===== src/rtl/seg7_pkg.sv =====
// Shared constants for the 7-segment scan driver: active-low segment patterns,
// converter state encoding and the decimal-limit helper used for overflow.
package seg7_pkg;

   // Segment order {a,b,c,d,e,f,g}, a = MSB, 0 = segment lit.
   localparam logic [6:0] SEG_DIGIT [0:9] = '{
      7'b0000001,
      7'b1001111,
      7'b0010010,
      7'b0000110,
      7'b1001100,
      7'b0100100,
      7'b0100000,
      7'b0001111,
      7'b0000000,
      7'b0000100
   };

   localparam logic [6:0] SEG_BLANK = 7'b1111111;
   localparam logic [6:0] SEG_DASH  = 7'b1111110;

   typedef enum logic [1:0] {
      CONV_IDLE  = 2'd0,
      CONV_SHIFT = 2'd1,
      CONV_DONE  = 2'd2
   } conv_state_t;

   function automatic logic [63:0] pow10(input int n);
      logic [63:0] p;
      p = 64'd1;
      for (int i = 0; i < n; i++) begin
         p = p * 64'd10;
      end
      return p;
   endfunction

endpackage


===== src/rtl/bin2bcd_seq.sv =====
// Sequential double-dabble converter: one bit per cycle, with the overflow
// compare taken against the value captured at start.
module bin2bcd_seq
   import seg7_pkg::*;
#(
   parameter int DATA_W     = 10,
   parameter int NUM_DIGITS = 4
) (
   input  logic                    clk_d,
   input  logic                    reset,
   input  logic                    start,
   input  logic [DATA_W-1:0]       value,
   output conv_state_t             state,
   output logic [4*NUM_DIGITS-1:0] bcd,
   output logic                    ovf
);

   localparam int          BCD_W = 4 * NUM_DIGITS;
   localparam int          CNT_W = $clog2(DATA_W + 1);
   localparam logic [63:0] LIMIT = pow10(NUM_DIGITS);

   conv_state_t              state_nxt;
   logic [DATA_W-1:0]        bin;
   logic [DATA_W-1:0]        bin_nxt;
   logic [BCD_W-1:0]         bcd_nxt;
   logic [BCD_W-1:0]         adj;
   logic [BCD_W+DATA_W-1:0]  shifted;
   logic [CNT_W-1:0]         cnt;
   logic [CNT_W-1:0]         cnt_nxt;
   logic                     ovf_nxt;

   always_ff @(posedge clk_d) begin
      if (reset) begin
         state <= CONV_IDLE;
         bin   <= '0;
         bcd   <= '0;
         cnt   <= '0;
         ovf   <= 1'b0;
      end else begin
         state <= state_nxt;
         bin   <= bin_nxt;
         bcd   <= bcd_nxt;
         cnt   <= cnt_nxt;
         ovf   <= ovf_nxt;
      end
   end

   always_comb begin
      state_nxt = state;
      bin_nxt   = bin;
      bcd_nxt   = bcd;
      cnt_nxt   = cnt;
      ovf_nxt   = ovf;
      adj       = bcd;
      for (int i = 0; i < NUM_DIGITS; i++) begin
         if (bcd[4*i +: 4] >= 4'd5) begin
            adj[4*i +: 4] = bcd[4*i +: 4] + 4'd3;
         end
      end
      shifted = {adj, bin} << 1;

      case (state)
         CONV_IDLE: begin
            if (start) begin
               state_nxt = CONV_SHIFT;
               bin_nxt   = value;
               bcd_nxt   = '0;
               cnt_nxt   = '0;
               ovf_nxt   = (64'(value) >= LIMIT);
            end
         end
         CONV_SHIFT: begin
            {bcd_nxt, bin_nxt} = shifted;
            cnt_nxt            = cnt + 1'b1;
            if (cnt == CNT_W'(DATA_W - 1)) begin
               state_nxt = CONV_DONE;
            end
         end
         CONV_DONE: begin
            state_nxt = CONV_IDLE;
         end
         default: begin
            state_nxt = CONV_IDLE;
         end
      endcase
   end

endmodule


===== src/rtl/seg7_bcd_scan_driver.sv =====
// Multiplexed 7-segment driver: picks frequency or current, converts to BCD
// once per idle frame, and scans NUM_DIGITS active-low digits.
module seg7_bcd_scan_driver
   import seg7_pkg::*;
#(
   parameter int DATA_W     = 10,
   parameter int NUM_DIGITS = 4,
   parameter int SCAN_DIV   = 1
) (
   input  logic                  clk_d,
   input  logic                  reset,
   input  logic [DATA_W-1:0]     frecuencia,
   input  logic [DATA_W-1:0]     corriente,
   input  logic                  control,
   input  logic                  blank_lz,
   output logic [6:0]            codificacion,
   output logic [NUM_DIGITS-1:0] digito,
   output logic                  conv_done
);

   localparam int BCD_W = 4 * NUM_DIGITS;
   localparam int IDX_W = (NUM_DIGITS > 1) ? $clog2(NUM_DIGITS) : 1;
   localparam int PRE_W = (SCAN_DIV > 1) ? $clog2(SCAN_DIV) : 1;

   logic [PRE_W-1:0]  pre;
   logic [IDX_W-1:0]  idx;
   logic              pre_top;
   logic              frame_start;
   logic [DATA_W-1:0] src;

   conv_state_t       conv_state;
   logic [BCD_W-1:0]  conv_bcd;
   logic              conv_ovf;

   logic [BCD_W-1:0]  latch;
   logic              latch_ovf;
   logic [BCD_W-1:0]  disp_bcd;
   logic              disp_ovf;

   logic [3:0]        nib;
   logic              upper_zero;
   logic [6:0]        seg_nxt;

   assign pre_top     = (pre == PRE_W'(SCAN_DIV - 1));
   assign frame_start = (idx == '0) && (pre == '0);
   assign src         = control ? frecuencia : corriente;

   bin2bcd_seq #(
      .DATA_W     (DATA_W),
      .NUM_DIGITS (NUM_DIGITS)
   ) u_conv (
      .clk_d (clk_d),
      .reset (reset),
      .start (frame_start),
      .value (src),
      .state (conv_state),
      .bcd   (conv_bcd),
      .ovf   (conv_ovf)
   );

   assign conv_done = (conv_state == CONV_DONE);

   // Bypass the latch during DONE so the new digits are on the pins the very next cycle.
   assign disp_bcd = conv_done ? conv_bcd : latch;
   assign disp_ovf = conv_done ? conv_ovf : latch_ovf;

   always_ff @(posedge clk_d) begin
      if (reset) begin
         pre <= '0;
         idx <= '0;
      end else if (pre_top) begin
         pre <= '0;
         idx <= (idx == IDX_W'(NUM_DIGITS - 1)) ? '0 : idx + 1'b1;
      end else begin
         pre <= pre + 1'b1;
      end
   end

   always_ff @(posedge clk_d) begin
      if (reset) begin
         latch     <= '0;
         latch_ovf <= 1'b0;
      end else if (conv_done) begin
         latch     <= conv_bcd;
         latch_ovf <= conv_ovf;
      end
   end

   always_comb begin
      nib        = disp_bcd[{idx, 2'b00} +: 4];
      upper_zero = ((disp_bcd >> {idx, 2'b00}) == '0);
      seg_nxt    = SEG_BLANK;
      if (disp_ovf) begin
         seg_nxt = SEG_DASH;
      end else if (blank_lz && (idx != '0) && upper_zero) begin
         seg_nxt = SEG_BLANK;
      end else if (nib <= 4'd9) begin
         seg_nxt = SEG_DIGIT[nib];
      end
   end

   always_ff @(posedge clk_d) begin
      if (reset) begin
         codificacion <= SEG_BLANK;
         digito       <= '1;
      end else begin
         codificacion <= seg_nxt;
         digito       <= ~(NUM_DIGITS'(1) << idx);
      end
   end

endmodule


===== config.mk =====
export PLATFORM = sky130hd
export DESIGN_NAME = seg7_bcd_scan_driver
export DESIGN_NICKNAME = d
export VERILOG_FILES = /design/src/rtl/seg7_pkg.sv /design/src/rtl/bin2bcd_seq.sv /design/src/rtl/seg7_bcd_scan_driver.sv
export SDC_FILE = /design/constraint.sdc
export NUM_CORES = 1
export LEC_CHECK = 0
export ABC_AREA = 1
export BUFFER_PORTS_ARGS = -buffer_cell sky130_fd_sc_hd__buf_2
export CELL_PAD_IN_SITES_DETAIL_PLACEMENT = 0
export CELL_PAD_IN_SITES_GLOBAL_PLACEMENT = 1
export CORE_ASPECT_RATIO = 0.8
export CORE_MARGIN = 5
export CORE_UTILIZATION = 45
export DETAILED_ROUTE_END_ITERATION = 10
export GPL_ROUTABILITY_DRIVEN = 0
export GPL_TIMING_DRIVEN = 1
export PLACE_DENSITY = 0.95
export SLEW_MARGIN = 15
export SYNTH_ARGS = -nofsm -noshare
export SYNTH_HDL_FRONTEND = slang
export SYNTH_SLANG_ARGS = --single-unit

===== constraint.sdc =====
create_clock -name clk_d -period 5.3 [get_ports clk_d]
set_clock_uncertainty 0.2 [all_clocks]
set_input_delay 0.53 -clock clk_d [delete_from_list [all_inputs] [get_ports clk_d]]
set_output_delay 0.53 -clock clk_d [all_outputs]
set_load 0.01 [all_outputs]

* Word level (Yosys, flattened, before mapping)
Memory sizes are Yosys's and may differ from the RTL's. Index checks and enable logic that the tools add are counted.
Operators by class: add/sub/neg operators 7, $mul 0, divide/modulo/power cells 0, order comparisons 6, equal/unequal tests 6, shift-type cells 3, multiplexer cells 22, bitwise operators 4, reductions and logical operators 12
Operator list (number):
- 2-to-1 mux 16 bit | 2
- one-hot mux 16 bit (2 select lines) | 1
- 2-to-1 mux 10 bit | 2
- one-hot mux 10 bit (2 select lines) | 1
- greater-or-equal comparator 4 x 3 -> 1 bit, second input constant | 4
- zero test 16 bit | 1
- 2-to-1 mux 4 bit | 4
- indexed part select 16 x 5 -> 4 bit | 1
- right shift 16 x 4 -> 16 bit | 1
- 2-to-1 mux 7 bit | 2
- adder 4 x 2 -> 4 bit, second input constant | 3
- one-hot mux 4 bit (2 select lines) | 1
- 2-to-1 mux 2 bit | 3
- greater-or-equal comparator 5 bit, second input constant | 1
- NOT 4 -> 5 bit | 1
- adder 4 x 1 -> 4 bit, second input constant | 1
- equality test 2 bit, second input constant | 2
- equality test 4 bit, second input constant | 1
- <= comparator 4 bit, second input constant | 1
- zero test 2 bit | 2
- 2-to-1 mux 1 bit | 4
- NOT 4 bit | 1
- one-hot mux 2 bit (2 select lines) | 1
- AND reduction 2 bit | 2
- other kinds (13) | 17
Word-level totals: register bits 63, bits in latches 0, RAM bits 0, ROM bits 112, input bits 24, output and inout port bits 12, logic and storage cells 72, memories 1
Memory list:
- (name not given) | depth 16, width 7, read ports 1, clocked after Yosys merged registers in 0, wr ports 0, line seg7_bcd_scan_driver.sv:98 | seg_nxt = SEG_DIGIT[nib];

* Logic depth before layout (Yosys ltp)
depth in word-level cells 10, gate-level depth with buffers 17, depth with buffers taken out 16

* Cells and area by module
A second synthesis with hierarchy kept.
Unflattened totals: cell total of the unflattened synthesis 470, area total of the unflattened synthesis 3433.3 um^2
By module, submodules not included:
- seg7_bcd_scan_driver | instances 1, cells an instance 238, area an instance 1720.4 um^2, seq. area each 620.6 um^2
- bin2bcd_seq | instances 1, cells an instance 232, area an instance 1712.9 um^2, seq. area each 640.6 um^2

* Least setup slack after synthesis
No wires, ideal clock.
path type register -> register, start register u_conv.state[0], end register codificacion[1], library setup time 136 ps, arrival 1790 ps, data required time 4964 ps, path slack 3174 ps, cell stages (with the launch flop) 17, path buffers 1, period minus slack after synthesis 2126 ps, cells stage by stage dfxtp_1 inv_2 nand2_2 buf_4 nand2_1 nand3_1 nand3_1 nand2_1 inv_1 ha_1 and3_1 nand3_1 nor2_1 nand2_1 nand2_1 inv_2 nand3_1
Between the ends: longest elaborated chain between the ends 7, elaborated cells on any way between the ends 14, those cells by class order compare: 1; eq/ne: 1; shift: 2; mux: 4; bitwise: 2; reduce/logical: 3; memory: 1
RTL lines:
- from (decl) | line bin2bcd_seq.sv:13 | output conv_state_t state,
- from (signal assigned) | line bin2bcd_seq.sv:40 | state <= state_nxt;
- equality test 2 bit * | line seg7_bcd_scan_driver.sv:61 | assign conv_done = (conv_state == CONV_DONE);
- 2-to-1 mux 16 bit
- indexed part select 16 x 5 -> 4 bit | line seg7_bcd_scan_driver.sv:90 | nib = disp_bcd[{idx, 2'b00} +: 4];
- NOT 4 -> 5 bit (not written as such) | line seg7_bcd_scan_driver.sv:98
- memory (16 x 7 bit)
- 2-to-1 mux 7 bit (not written as such) (2 in a row) | line seg7_bcd_scan_driver.sv:98
- to (signal assigned) | line seg7_bcd_scan_driver.sv:107 | codificacion <= seg_nxt;
- to (decl) | line seg7_bcd_scan_driver.sv:16 | output logic [6:0] codificacion,
Mark *: on every way between the ends. The rest lies on a longest branch, timed or not. The select of a mux whose other input is x is not followed. A chain may end at the register's enable or synchronous reset.

* Final worst setup path
start register idx[0], end register u_conv.cnt[2]
Between the ends: longest elaborated chain between the ends 4
RTL lines:
- from (decl) | line seg7_bcd_scan_driver.sv:26 | logic [IDX_W-1:0] idx;
- from (signal assigned) | line seg7_bcd_scan_driver.sv:73 | idx <= (idx == IDX_W'(NUM_DIGITS - 1)) ? '0 : idx + 1'b1;
- zero test 2 bit | line seg7_bcd_scan_driver.sv:45 | assign frame_start = (idx == '0) && (pre == '0);
- logical AND 1 bit | line seg7_bcd_scan_driver.sv:45
- != test 2 bit (no line)
- AND reduction 2 bit (no line)
- to (signal assigned) | line bin2bcd_seq.sv:43 | cnt <= cnt_nxt;
- to (decl) | line bin2bcd_seq.sv:28 | logic [CNT_W-1:0] cnt;
Every way passes these cells.

==> impl_metrics.prom <==
# TYPE chip_impl_metric gauge
chip_impl_info{name="outcome",value="complete, no violations"} 1
chip_impl_metric{name="avgViaCountPerCell",unit=""} 5.08
chip_impl_metric{name="area_used_by_multi_input_combinational_logic",unit="sq um"} 1760
chip_impl_metric{name="max_freq",unit="MHz"} 296
chip_impl_metric{name="cts-buffers-inserted",unit=""} 9
chip_impl_metric{name="grt_pass1_vias",unit=""} 2735
chip_impl_metric{name="synth_area",unit="sq um"} 3290
chip_impl_metric{name="critical_path_required",unit="ns"} 5.33
chip_impl_info{name="worstHoldPathType",value="reg -> reg"} 1
chip_impl_info{name="cts_tree",value="built"} 1
chip_impl_metric{name="post_cts.repair.setup_buffers",unit=""} 0
chip_impl_metric{name="irDropWorstVdd",unit="mV"} 0.160
chip_impl_metric{name="leakagePower",unit="nW"} 1.58
chip_impl_metric{name="antenna-diode-count",unit=""} 0
chip_impl_metric{name="synth_fp_nets",unit=""} 509
chip_impl_metric{name="setup-tns-final",unit="ns"} 0
chip_impl_metric{name="layout_min_cycle_time",unit="ns"} 3.38
chip_impl_metric{name="power.density",unit="nW/um^2"} 300
chip_impl_info{name="yosys_most_used_dff",value="dfxtp_1"} 1
chip_impl_metric{name="crit_fanout",unit=""} 19
chip_impl_metric{name="pin_count_of_the_biggest_net_entering_global_routing",unit=""} 40
chip_impl_metric{name="core.rowCount",unit=""} 27
chip_impl_metric{name="async_flop_share",unit=""} 0
chip_impl_metric{name="drt_iter0_drc",unit=""} 158
chip_impl_metric{name="die_area",unit="sq um"} 9130
chip_impl_metric{name="synth_seq_cells",unit=""} 63
chip_impl_metric{name="globalRoute.totalOverflow",unit=""} 0
chip_impl_metric{name="seq_area_frac_synth",unit=""} 0.384
chip_impl_metric{name="detailed_place_hpwl",unit="um"} 5530
chip_impl_info{name="cts.root.buffer_cell",value="clkbuf_8"} 1
chip_impl_metric{name="placement.io_buffers",unit=""} 35
chip_impl_metric{name="core_region_area",unit="sq um"} 6990
chip_impl_metric{name="grt_first_pass_wirelength",unit="um"} 13100
chip_impl_metric{name="drt_first_pass_iters",unit=""} 4
chip_impl_metric{name="floorplan.die.width",unit="um"} 106
chip_impl_metric{name="total_power",unit="mW"} 1.10
chip_impl_metric{name="fill_cells",unit=""} 681
chip_impl_metric{name="ys_warn_count",unit=""} 0
chip_impl_info{name="worst_hold_path.endpoint",value="u_conv.bcd[15]"} 1
chip_impl_metric{name="setup_violations",unit=""} 0
chip_impl_info{name="hold_path_startpoint",value="u_conv.bcd[15]"} 1
chip_impl_metric{name="worst_hold_path.num_cells",unit=""} 2
chip_impl_info{name="setup.worst_path.start",value="idx[0]"} 1
chip_impl_info{name="critPathLaunchType",value="flip-flop"} 1
chip_impl_metric{name="clock_tree.htree_level_count",unit=""} 3
chip_impl_metric{name="num_vias",unit=""} 2986
chip_impl_metric{name="netlist_instances",unit=""} 466
chip_impl_metric{name="ant_nets",unit=""} 0
chip_impl_metric{name="floorplan.initialDensity",unit=""} 0.470
chip_impl_metric{name="clock_tree.buffer_depth",unit=""} 2
chip_impl_metric{name="routed_wirelength",unit="um"} 7760
chip_impl_metric{name="timing_worst_slew_pin_value",unit="ns"} 0.882
chip_impl_metric{name="synth_enable_flop_cells",unit=""} 0
chip_impl_metric{name="slew-limit-headroom",unit=""} 0.410
chip_impl_metric{name="areaGrowthSynthToFinish",unit="%"} 11.5
chip_impl_metric{name="routed_wire_length_per_instance",unit="um"} 13.2
chip_impl_metric{name="timing.critical_path.arrival",unit="ns"} 3.41
chip_impl_info{name="rsz_0062_raised_after_global_routing",value="false"} 1
chip_impl_metric{name="worst-r2r-setup-slack",unit="ns"} 1.92
chip_impl_metric{name="post_route_cells_drive_above_1_share",unit=""} 0.144
chip_impl_metric{name="pin_count",unit=""} 36
chip_impl_info{name="r2r-end",value="u_conv.cnt[2]"} 1
chip_impl_metric{name="timing_hold_violations_final",unit=""} 0
chip_impl_metric{name="cts_clk_pin_slew_worst_paths",unit="ns"} 0.07
chip_impl_metric{name="max_cap_violations",unit=""} 0
chip_impl_metric{name="groute.usage.overall",unit=""} 0.180
chip_impl_metric{name="initial_antenna_violation_count",unit=""} 0
chip_impl_metric{name="drv_slew",unit=""} 0
chip_impl_metric{name="final_min_period_over_clock_period",unit=""} 0.637
chip_impl_metric{name="area.sequential",unit="sq um"} 1260
chip_impl_metric{name="ctsHoldBuffers",unit=""} 0
chip_impl_metric{name="die_height",unit="um"} 86.5
chip_impl_metric{name="ff2ff_path_depth",unit=""} 9
chip_impl_metric{name="clkLatencyLatePin",unit="ns"} 0.35
chip_impl_info{name="critPathKind",value="reg -> reg"} 1
chip_impl_metric{name="post_cts.resized_instances",unit=""} 0
chip_impl_metric{name="postSynthAreaPerCell",unit="sq um"} 7.06
chip_impl_metric{name="clock_sink_count",unit=""} 63
chip_impl_metric{name="yosys.cell_types.count",unit=""} 35
chip_impl_metric{name="final_layout_net_count",unit=""} 539
chip_impl_info{name="critical_path_endpoint_category",value="flip-flop"} 1
chip_impl_info{name="worst_r2r_startpoint",value="idx[0]"} 1
chip_impl_metric{name="drc",unit=""} 0
==> per-layer routing <==
metal,vias to the layer above,part of all wire,global-route usage
met1,1312,0.52,0.266
met5,-,0,0
li1,1587,-,-
met3,6,0.057,0.0439
met2,81,0.41,0.253
met4,0,0.0081,0.0635
==> state kept, by name, indices dropped and copies added, names as in the netlist <==
register	count
codificacion	7
digito	4
idx	2
latch	16
latch_ovf	1
pre	1
u_conv.bcd	16
u_conv.bin	10
u_conv.cnt	4
u_conv.state	2
==> worst max-delay path by stage <==
stage | to | slack, ns | cells after the start
2_1_floorplan | codificacion[1] | 3.17 | 16
3_3_place_gp | u_conv.cnt[0] | 2.16 | 9
3_5_place_dp | u_conv.cnt[2] | 2.03 | 9
4_1_cts | u_conv.cnt[0] | 2.01 | 9
5_1_grt | u_conv.cnt[2] | 1.65 | 9
6_report | u_conv.cnt[2] | 1.92 | 9
==> synthesized netlist by cell type, drive strengths merged, types with 3 or more instances <==
library cell,count,share of area
xor2,3,0.0080
nor2,37,0.047
nand3,63,0.10
ha,19,0.072
buf,8,0.016
nor3,5,0.0091
inv,45,0.051
o21ai,32,0.050
and2,4,0.0076
nand2,112,0.14
clkinv,3,0.0034
a21oi,51,0.078
dfxtp,63,0.38
clkbuf,8,0.0091
==> critical path, cell delays in order (launching register included) <==
cell      delay (ns)
dfxtp_1         0.50
inv_2           0.27
ha_1            0.21
inv_1           0.06
nor2_1          0.08
nor2_1          0.07
nor2_1          0.68
clkinv_1        0.74
o21ai_0         0.36
a21oi_1         0.07
==> area by class of cell <==
| class | instances | share of cell area |
|---|---|---|
| Tap cell | 87 | 0.0297 |
| Timing Repair Buffer | 35 | 0.0478 |
| Clock buffer | 13 | 0.0433 |
| Inverter | 48 | 0.0491 |
| Sequential cell | 63 | 0.344 |
| Multi-Input combinational cell | 339 | 0.481 |
| Clock inverter | 3 | 0.00478 |
==> through the flow <==
step                      hold WS, ns  instances  setup slack, ns  instance area (sq um)   util
final                           0.260        588             1.92                   3670  0.524
after global routing            0.281        588             1.65                   3670  0.524
after CTS                       0.260        588             2.01                   3670  0.524
after detailed placement        0.249        572             2.03                   3490  0.499
after global placement          0.245        572             2.16                   3490  0.499
after floorplan                 0.229        466             3.17                   3290      -
==> cell usage in the layout (no fill, tap or decap), drive strengths merged, types with 13 or more instances in the layout <==
cell,n
dfxtp,63
a21oi,51
clkbuf,13
nor2,37
inv,45
nand3,63
o21ai,32
ha,19
buf,35
nand2,112
==> logic make-up after synthesis <==
kind of cell | Yosys count | synth area share
simple gates | 228 | 0.316
compound gates | 88 | 0.139
buf+inv | 64 | 0.0799
flops | 63 | 0.384
fa+ha+maj | 19 | 0.0723
xor+xnor | 3 | 0.00799
other cells | 1 | 0.00114
==> power by group <==
group / switching [mW] / total (mW) / internal, mW
clock: 0.183 / 0.377 / 0.194
combinational: 0.130 / 0.196 / 0.0668
sequential: 0.0205 / 0.526 / 0.506
No activity file was read; power rests on OpenSTA's default activity.
